## src/rtl/tick_gen_if.sv

```systemverilog
// Divisor-load handshake between a host and the tick generator.
// The host offers a divisor for one channel; the generator accepts it when ready.
interface tick_gen_if #(
    parameter int NUM_CH = 4,
    parameter int CW     = 25
);
    localparam int CHW = (NUM_CH > 1) ? $clog2(NUM_CH) : 1;

    logic           load_valid;
    logic [CHW-1:0] load_ch;
    logic [CW-1:0]  load_div;
    logic           load_ready;

    modport master (output load_valid, load_ch, load_div, input  load_ready);
    modport slave  (input  load_valid, load_ch, load_div, output load_ready);
endinterface

```

## src/rtl/tick_gen.sv

```systemverilog
// Multi-channel programmable tick generator: each channel divides clk by its own
// divisor, pulsing tick at period end and half at mid-period and period end.
module tick_gen #(
    parameter int NUM_CH   = 4,
    parameter int CW       = 25,
    parameter int DEF_DIV  = 27000000,
    parameter int DBG_STEP = 10
) (
    input  logic              clk,
    input  logic              reset,
    input  logic              debug,
    input  logic [NUM_CH-1:0] en,
    tick_gen_if.slave         load,
    output logic [NUM_CH-1:0] tick,
    output logic [NUM_CH-1:0] half
);
    localparam int CHW = (NUM_CH > 1) ? $clog2(NUM_CH) : 1;

    typedef enum logic {S_IDLE, S_RUN} state_t;

    logic [CW:0]       step;
    logic [CW-1:0]     load_val;
    logic              ch_ok;
    logic              load_acc;
    logic [NUM_CH-1:0] pend_vec;

    assign step            = debug ? (CW+1)'(DBG_STEP) : (CW+1)'(1);
    assign load_val        = (load.load_div < CW'(2)) ? CW'(2) : load.load_div;
    assign ch_ok           = ({1'b0, load.load_ch} < (CHW+1)'(NUM_CH));
    assign load.load_ready = ch_ok && !pend_vec[load.load_ch];
    assign load_acc        = load.load_valid && load.load_ready;

    for (genvar i = 0; i < NUM_CH; i++) begin : g_ch
        state_t        state_q, state_d;
        logic [CW-1:0] cnt_q, cnt_d;
        logic [CW-1:0] div_act_q, div_act_d;
        logic [CW-1:0] div_sh_q, div_sh_d;
        logic          pend_q, pend_d;
        logic          tick_q, tick_d;
        logic          half_q, half_d;
        logic [CW:0]   sum;
        logic [CW-1:0] mid;
        logic          term, mid_hit, load_hit;

        // One extra bit on the sum so a large step never wraps past the divisor.
        assign sum      = {1'b0, cnt_q} + step;
        assign mid      = div_act_q >> 1;
        assign term     = sum >= {1'b0, div_act_q};
        assign mid_hit  = (cnt_q < mid) && (sum >= {1'b0, mid});
        assign load_hit = load_acc && (load.load_ch == CHW'(i));

        always_comb begin
            state_d   = state_q;
            cnt_d     = cnt_q;
            div_act_d = div_act_q;
            div_sh_d  = div_sh_q;
            pend_d    = pend_q;
            tick_d    = 1'b0;
            half_d    = 1'b0;
            case (state_q)
                S_IDLE: begin
                    cnt_d = '0;
                    if (pend_q) begin
                        div_act_d = div_sh_q;
                        pend_d    = 1'b0;
                    end
                    if (load_hit) div_act_d = load_val;
                    if (en[i]) state_d = S_RUN;
                end
                default: begin
                    if (!en[i]) begin
                        state_d = S_IDLE;
                        cnt_d   = '0;
                    end else if (term) begin
                        cnt_d  = '0;
                        tick_d = 1'b1;
                        half_d = 1'b1;
                        if (pend_q) begin
                            div_act_d = div_sh_q;
                            pend_d    = 1'b0;
                        end
                    end else begin
                        cnt_d  = sum[CW-1:0];
                        half_d = mid_hit;
                    end
                    // A load landing on a terminal count waits for the next one.
                    if (load_hit) begin
                        div_sh_d = load_val;
                        pend_d   = 1'b1;
                    end
                end
            endcase
        end

        always_ff @(posedge clk or negedge reset) begin
            if (!reset) begin
                state_q   <= S_IDLE;
                cnt_q     <= '0;
                div_act_q <= CW'(DEF_DIV);
                div_sh_q  <= CW'(DEF_DIV);
                pend_q    <= 1'b0;
                tick_q    <= 1'b0;
                half_q    <= 1'b0;
            end else begin
                state_q   <= state_d;
                cnt_q     <= cnt_d;
                div_act_q <= div_act_d;
                div_sh_q  <= div_sh_d;
                pend_q    <= pend_d;
                tick_q    <= tick_d;
                half_q    <= half_d;
            end
        end

        assign pend_vec[i] = pend_q;
        assign tick[i]     = tick_q;
        assign half[i]     = half_q;
    end
endmodule

```

## src/flat_wrapper.sv

```systemverilog
// flat-port wrapper written by rule: the top's interface ports become plain ports
module tick_gen_flat 
#(
    parameter int NUM_CH   = 4,
    parameter int CW       = 25,
    parameter int DEF_DIV  = 27000000,
    parameter int DBG_STEP = 10
)
  (clk, reset, debug, en, tick, half, load_load_valid, load_load_ch, load_load_div, load_load_ready);
  tick_gen_if #(.NUM_CH(NUM_CH), .CW(CW)) load_i ();
  input  logic clk;
  input  logic reset;
  input  logic debug;
  input  logic [NUM_CH-1:0] en;
  output logic [NUM_CH-1:0] tick;
  output logic [NUM_CH-1:0] half;
  input wire logic [$bits(load_i.load_valid)-1:0] load_load_valid;
  input wire logic [$bits(load_i.load_ch)-1:0] load_load_ch;
  input wire logic [$bits(load_i.load_div)-1:0] load_load_div;
  output wire logic [$bits(load_i.load_ready)-1:0] load_load_ready;
  assign load_i.load_valid = load_load_valid;
  assign load_i.load_ch = load_load_ch;
  assign load_i.load_div = load_load_div;
  assign load_load_ready = load_i.load_ready;
  tick_gen #(.NUM_CH(NUM_CH), .CW(CW), .DEF_DIV(DEF_DIV), .DBG_STEP(DBG_STEP)) u_core (.clk(clk), .reset(reset), .debug(debug), .en(en), .load(load_i), .tick(tick), .half(half));
endmodule
```

## config.mk

```make
export PLATFORM = sky130hd
export DESIGN_NAME = tick_gen_flat
export DESIGN_NICKNAME = d
export VERILOG_FILES = /design/src/rtl/tick_gen_if.sv /design/src/rtl/tick_gen.sv /design/src/flat_wrapper.sv
export SDC_FILE = /design/constraint.sdc
export NUM_CORES = 1
export LEC_CHECK = 0
export ABC_AREA = 1
export BUFFER_PORTS_ARGS = -buffer_cell sky130_fd_sc_hd__buf_4
export CORE_UTILIZATION = 31
export DETAILED_ROUTE_END_ITERATION = 7
export PLACE_DENSITY_LB_ADDON = 0.12
export SYNTH_ARGS = -nofsm -noshare
export SYNTH_HDL_FRONTEND = slang
export SYNTH_SLANG_ARGS = --single-unit
```

## constraint.sdc

```tcl
create_clock -name clk -period 4.9 [get_ports clk]
set_input_delay 0.245 -clock clk [delete_from_list [all_inputs] [get_ports clk]]
set_output_delay 0.245 -clock clk [all_outputs]
set_load 0.02 [all_outputs]
```

==> impl_metrics.env <==
export IMPL_crit_type="register to register"
export IMPL_place_hpwl_um=54940
export IMPL_clkSinkCount=316
export IMPL_r2r_slack_ps=520
export IMPL_dp_cells=4097
export IMPL_arrival_ps=4890
export IMPL_period_needed_ps=4384
export IMPL_nFillCells=7922
export IMPL_drtIter0Drc=1432
export IMPL_min_path_cells=5
export IMPL_area_growth_syn_to_layout_pct=11.46
export IMPL_cp_max_fo=22
export IMPL_final_nets=3518
export IMPL_rows=100
export IMPL_post_cts_buffers=0
export IMPL_grt_max_degree=116
export IMPL_vias_per_cell=4.952
export IMPL_antenna_left=0
export IMPL_finalCoreUtilization_pct=35.09
export IMPL_ys_ff_latch=316
export IMPL_max_cap_viol_count=0
export IMPL_synthFlopType="dfrtp_1"
export IMPL_grt_ovfl_total=0
export IMPL_r2r_start="u_core.g_ch[0].cnt_q[0]$_DFF_PN0_"
export IMPL_syn_avg_cell_area_um2=7.426
export IMPL_dr_pass1_iters=6
export IMPL_outcome="finished, final reports clean"
export IMPL_min_path_type="primary input to register"
export IMPL_synthTopCellsByArea="dfrtp_1, ha_1, dfstp_2"
export IMPL_rsz0062_at_grt="no"
export IMPL_globalplace_congestion=0.8454
export IMPL_holdWs_ps=77.91
export IMPL_yosys_mux_area_fraction_pct=0.1806
export IMPL_syn_nets=3511
export IMPL_tightestPinTransition_ps=1244
export IMPL_power_density_mw_per_mm2=369.6
export IMPL_clockBufferDepth=3
export IMPL_async_flop_share_pct=100.0
export IMPL_clock_latency_ps=590
export IMPL_synth_top_family_by_area="simple AND/OR/NAND/NOR gates"
export IMPL_cts_max_level=2
export IMPL_holdPathEnd="u_core.g_ch[3].div_act_q[9]$_DFFE_PN0P_"
export IMPL_synthSimpleGateAreaFrac_pct=26.73
export IMPL_end_kind="register"
export IMPL_grt_pass1_vias=20350
export IMPL_cts_buffers=44
export IMPL_fin_crit_sh_pct=89.48
export IMPL_cp_start_kind="register"
export IMPL_fin_tns_setup_ps=0
export IMPL_antenna_found_initial=0
export IMPL_setup_viol_count_final=0
export IMPL_wl_um=74210
export IMPL_post_route_drc_count=0
export IMPL_start_util_pct=31.48
export IMPL_synth_cells=3172
export IMPL_worst_slack_ps=515.6
export IMPL_relSlewSlack_pct=17.04
export IMPL_vias=20720
export IMPL_die_height_um=277.6
export IMPL_die_area_mm2=0.07709
export IMPL_die_width_um=277.6
export IMPL_io_buffers=43
export IMPL_instances_no_fill=4184
export IMPL_crit_required_ps=5410
export IMPL_synth_warnings=0
export IMPL_cts_tree="yes"
export IMPL_ys_top_cells_by_count="nand2_1, inv_1, nor2_1, ha_1, o21ai_0"
export IMPL_cts_root_buffer="clkbuf_16"
export IMPL_clk_pin_slew_worst_paths_ps=60
export IMPL_max_freq_mhz=228.1
export IMPL_design_core_area_mm2=0.07482
export IMPL_preCtsSetupSlack_ps=173.2
export IMPL_synth_adder_area_share_pct=16.28
export IMPL_io_pins=44
export IMPL_synth_seq_area_share_pct=34.17
export IMPL_synth_compound_area_share_pct=11.59
export IMPL_worstReg2RegEnd="u_core.g_ch[0].div_act_q[5]$_DFFE_PN0P_"
export IMPL_drive_gt1_share_pct=9.275
export IMPL_grt_pass1_wl_um=117500
export IMPL_yosysMostFrequentCell="nand2_1"
export IMPL_synth_edf_count=0
export IMPL_grt_util_all_layers_pct=19.39
export IMPL_finClkSkew_ps=29.01
export IMPL_synthesis_area_mm2=0.02355
export IMPL_synth_top_area_share_pct=21.67
export IMPL_slew_viol_final=0
export IMPL_post_synth_top_area_cell="dfrtp_1"
export IMPL_ff2ff_path_depth=24
export IMPL_static_leakage_power_uw=0.01361
export IMPL_finalHoldViolations=0
export IMPL_vdd_drop_max_mv=0.2442
export IMPL_min_from="load_load_div[9]"
export IMPL_synth_xor_xnor_area_share_pct=2.640
export IMPL_synth_cell_types=57
export IMPL_wire_per_inst_um=17.74
==> state kept, by name (all words and copies together) (netlist names) <==
name,count
u_core.g_ch.state_q,4
u_core.g_ch.tick_q,4
u_core.g_ch.div_sh_q,100
u_core.g_ch.pend_q,4
u_core.g_ch.cnt_q,100
u_core.g_ch.half_q,4
u_core.g_ch.div_act_q,100
==> how the worst max path moves through the flow <==
stage	start	end	cells past startpoint
after floorplan	debug	u_core.g_ch[2].pend_q$_DFFE_PN0P_	22
after global placement	debug	u_core.g_ch[2].div_act_q[18]$_DFFE_PN0P_	24
after detailed placement	debug	u_core.g_ch[2].div_act_q[23]$_DFFE_PN1P_	24
after CTS	u_core.g_ch[2].cnt_q[0]$_DFF_PN0_	u_core.g_ch[2].div_act_q[23]$_DFFE_PN1P_	21
after global routing	u_core.g_ch[2].cnt_q[0]$_DFF_PN0_	u_core.g_ch[2].div_act_q[1]$_DFFE_PN0P_	21
final	u_core.g_ch[0].cnt_q[0]$_DFF_PN0_	u_core.g_ch[0].div_act_q[5]$_DFFE_PN0P_	24
==> kinds of logic after synthesis <==
| kind of cell | Yosys count |
|---|---|
| buffers and inverters | 491 |
| xor gates and xnor gates | 71 |
| DFF | 316 |
| adders and majority gates | 304 |
| muxes | 4 |
| and+or+nand+nor | 1482 |
| AOI/OAI and AO/OA | 504 |
==> layout make-up <==
type / count / area, um^2 / share of cell area (%)
Sequential cell: 316 / 8048 / 30.65
Inverter: 382 / 1434 / 5.462
Timing Repair Buffer: 70 / 583.1 / 2.221
Clock buffer: 65 / 1261 / 4.804
Antenna cell: 2 / 5.005 / 0.01906
Multi-Input combinational cell: 2365 / 13540 / 51.57
Clock inverter: 15 / 171.4 / 0.6529
Tap cell: 969 / 1212 / 4.618
==> placed cells by master (no fill, tap or decap), types with 8 or more instances in the layout <==
cell         n
o211ai_1    14
nand2_1    756
xor2_1      52
nand4_1     46
a21oi_1    205
buf_4       61
xnor2_1     19
o21a_1      14
o2111ai_1    9
or2_2       10
nor4_1      10
inv_1      376
dfstp_2    112
nand3_1    196
nor2_1     364
ha_1       300
clkbuf_16   45
nand2_2      8
dfrtp_1    204
clkbuf_1    14
clkinv_2     8
nor3_1      48
o21ai_0    230
==> report_power, final <==
group,total [uW],internal (uW),switching (uW),leakage [uW]
Combinational,3030,1030,2000,0.00900
Sequential,3450,3200,252,0.00390
Clock,3220,1940,1290,0.000704
==> routing by layer <==
| metal | vias up | wire length [um] | GRT usage (%) | share of wire, % |
|---|---|---|---|---|
| li1 | 10430 | - | - | - |
| met1 | 9789 | 34330 | 26.05 | 46 |
| met2 | 412 | 34480 | 32.14 | 46 |
| met3 | 90 | 3208 | 2.459 | 4.3 |
| met4 | 0 | 2186 | 6.276 | 2.9 |
| met5 | - | 0 | 0 | 0 |
==> worst max-delay path: stages, from the launching register on <==
cell and delay, ps:
dfrtp_1 380, ha_1 190, inv_1 60, fa_1 400, nor2_1 150, nand2_1 70
nand2_1 110, nand2_1 70, inv_1 140, nand3_1 150, nor2_1 310, nand2_1 170
xor2_1 290, inv_1 120, ha_1 320, nand4_1 110, nor2_1 170, nand3_1 90
nor3b_1 140, nand2_1 120, nand2_2 100, nand3_4 100, buf_4 300, nand3_1 130
nand2_1 100
==> repair_timing <==
item                                   in CTS  in global routing
gates resized for setup                     0                  1
endpoints found under the hold margin      46                  0
hold buffers                                5                  0
setup endpoints to repair                   0                 15
==> stage by stage <==
step	power (uW)	area [um^2]
after floorplan	5597	23550
after global placement	6457	24760
after global routing	10480	26250
final	9704	26250
after detailed placement	6531	24760
after CTS	9851	26240
(Power assumes the default switching activity.)
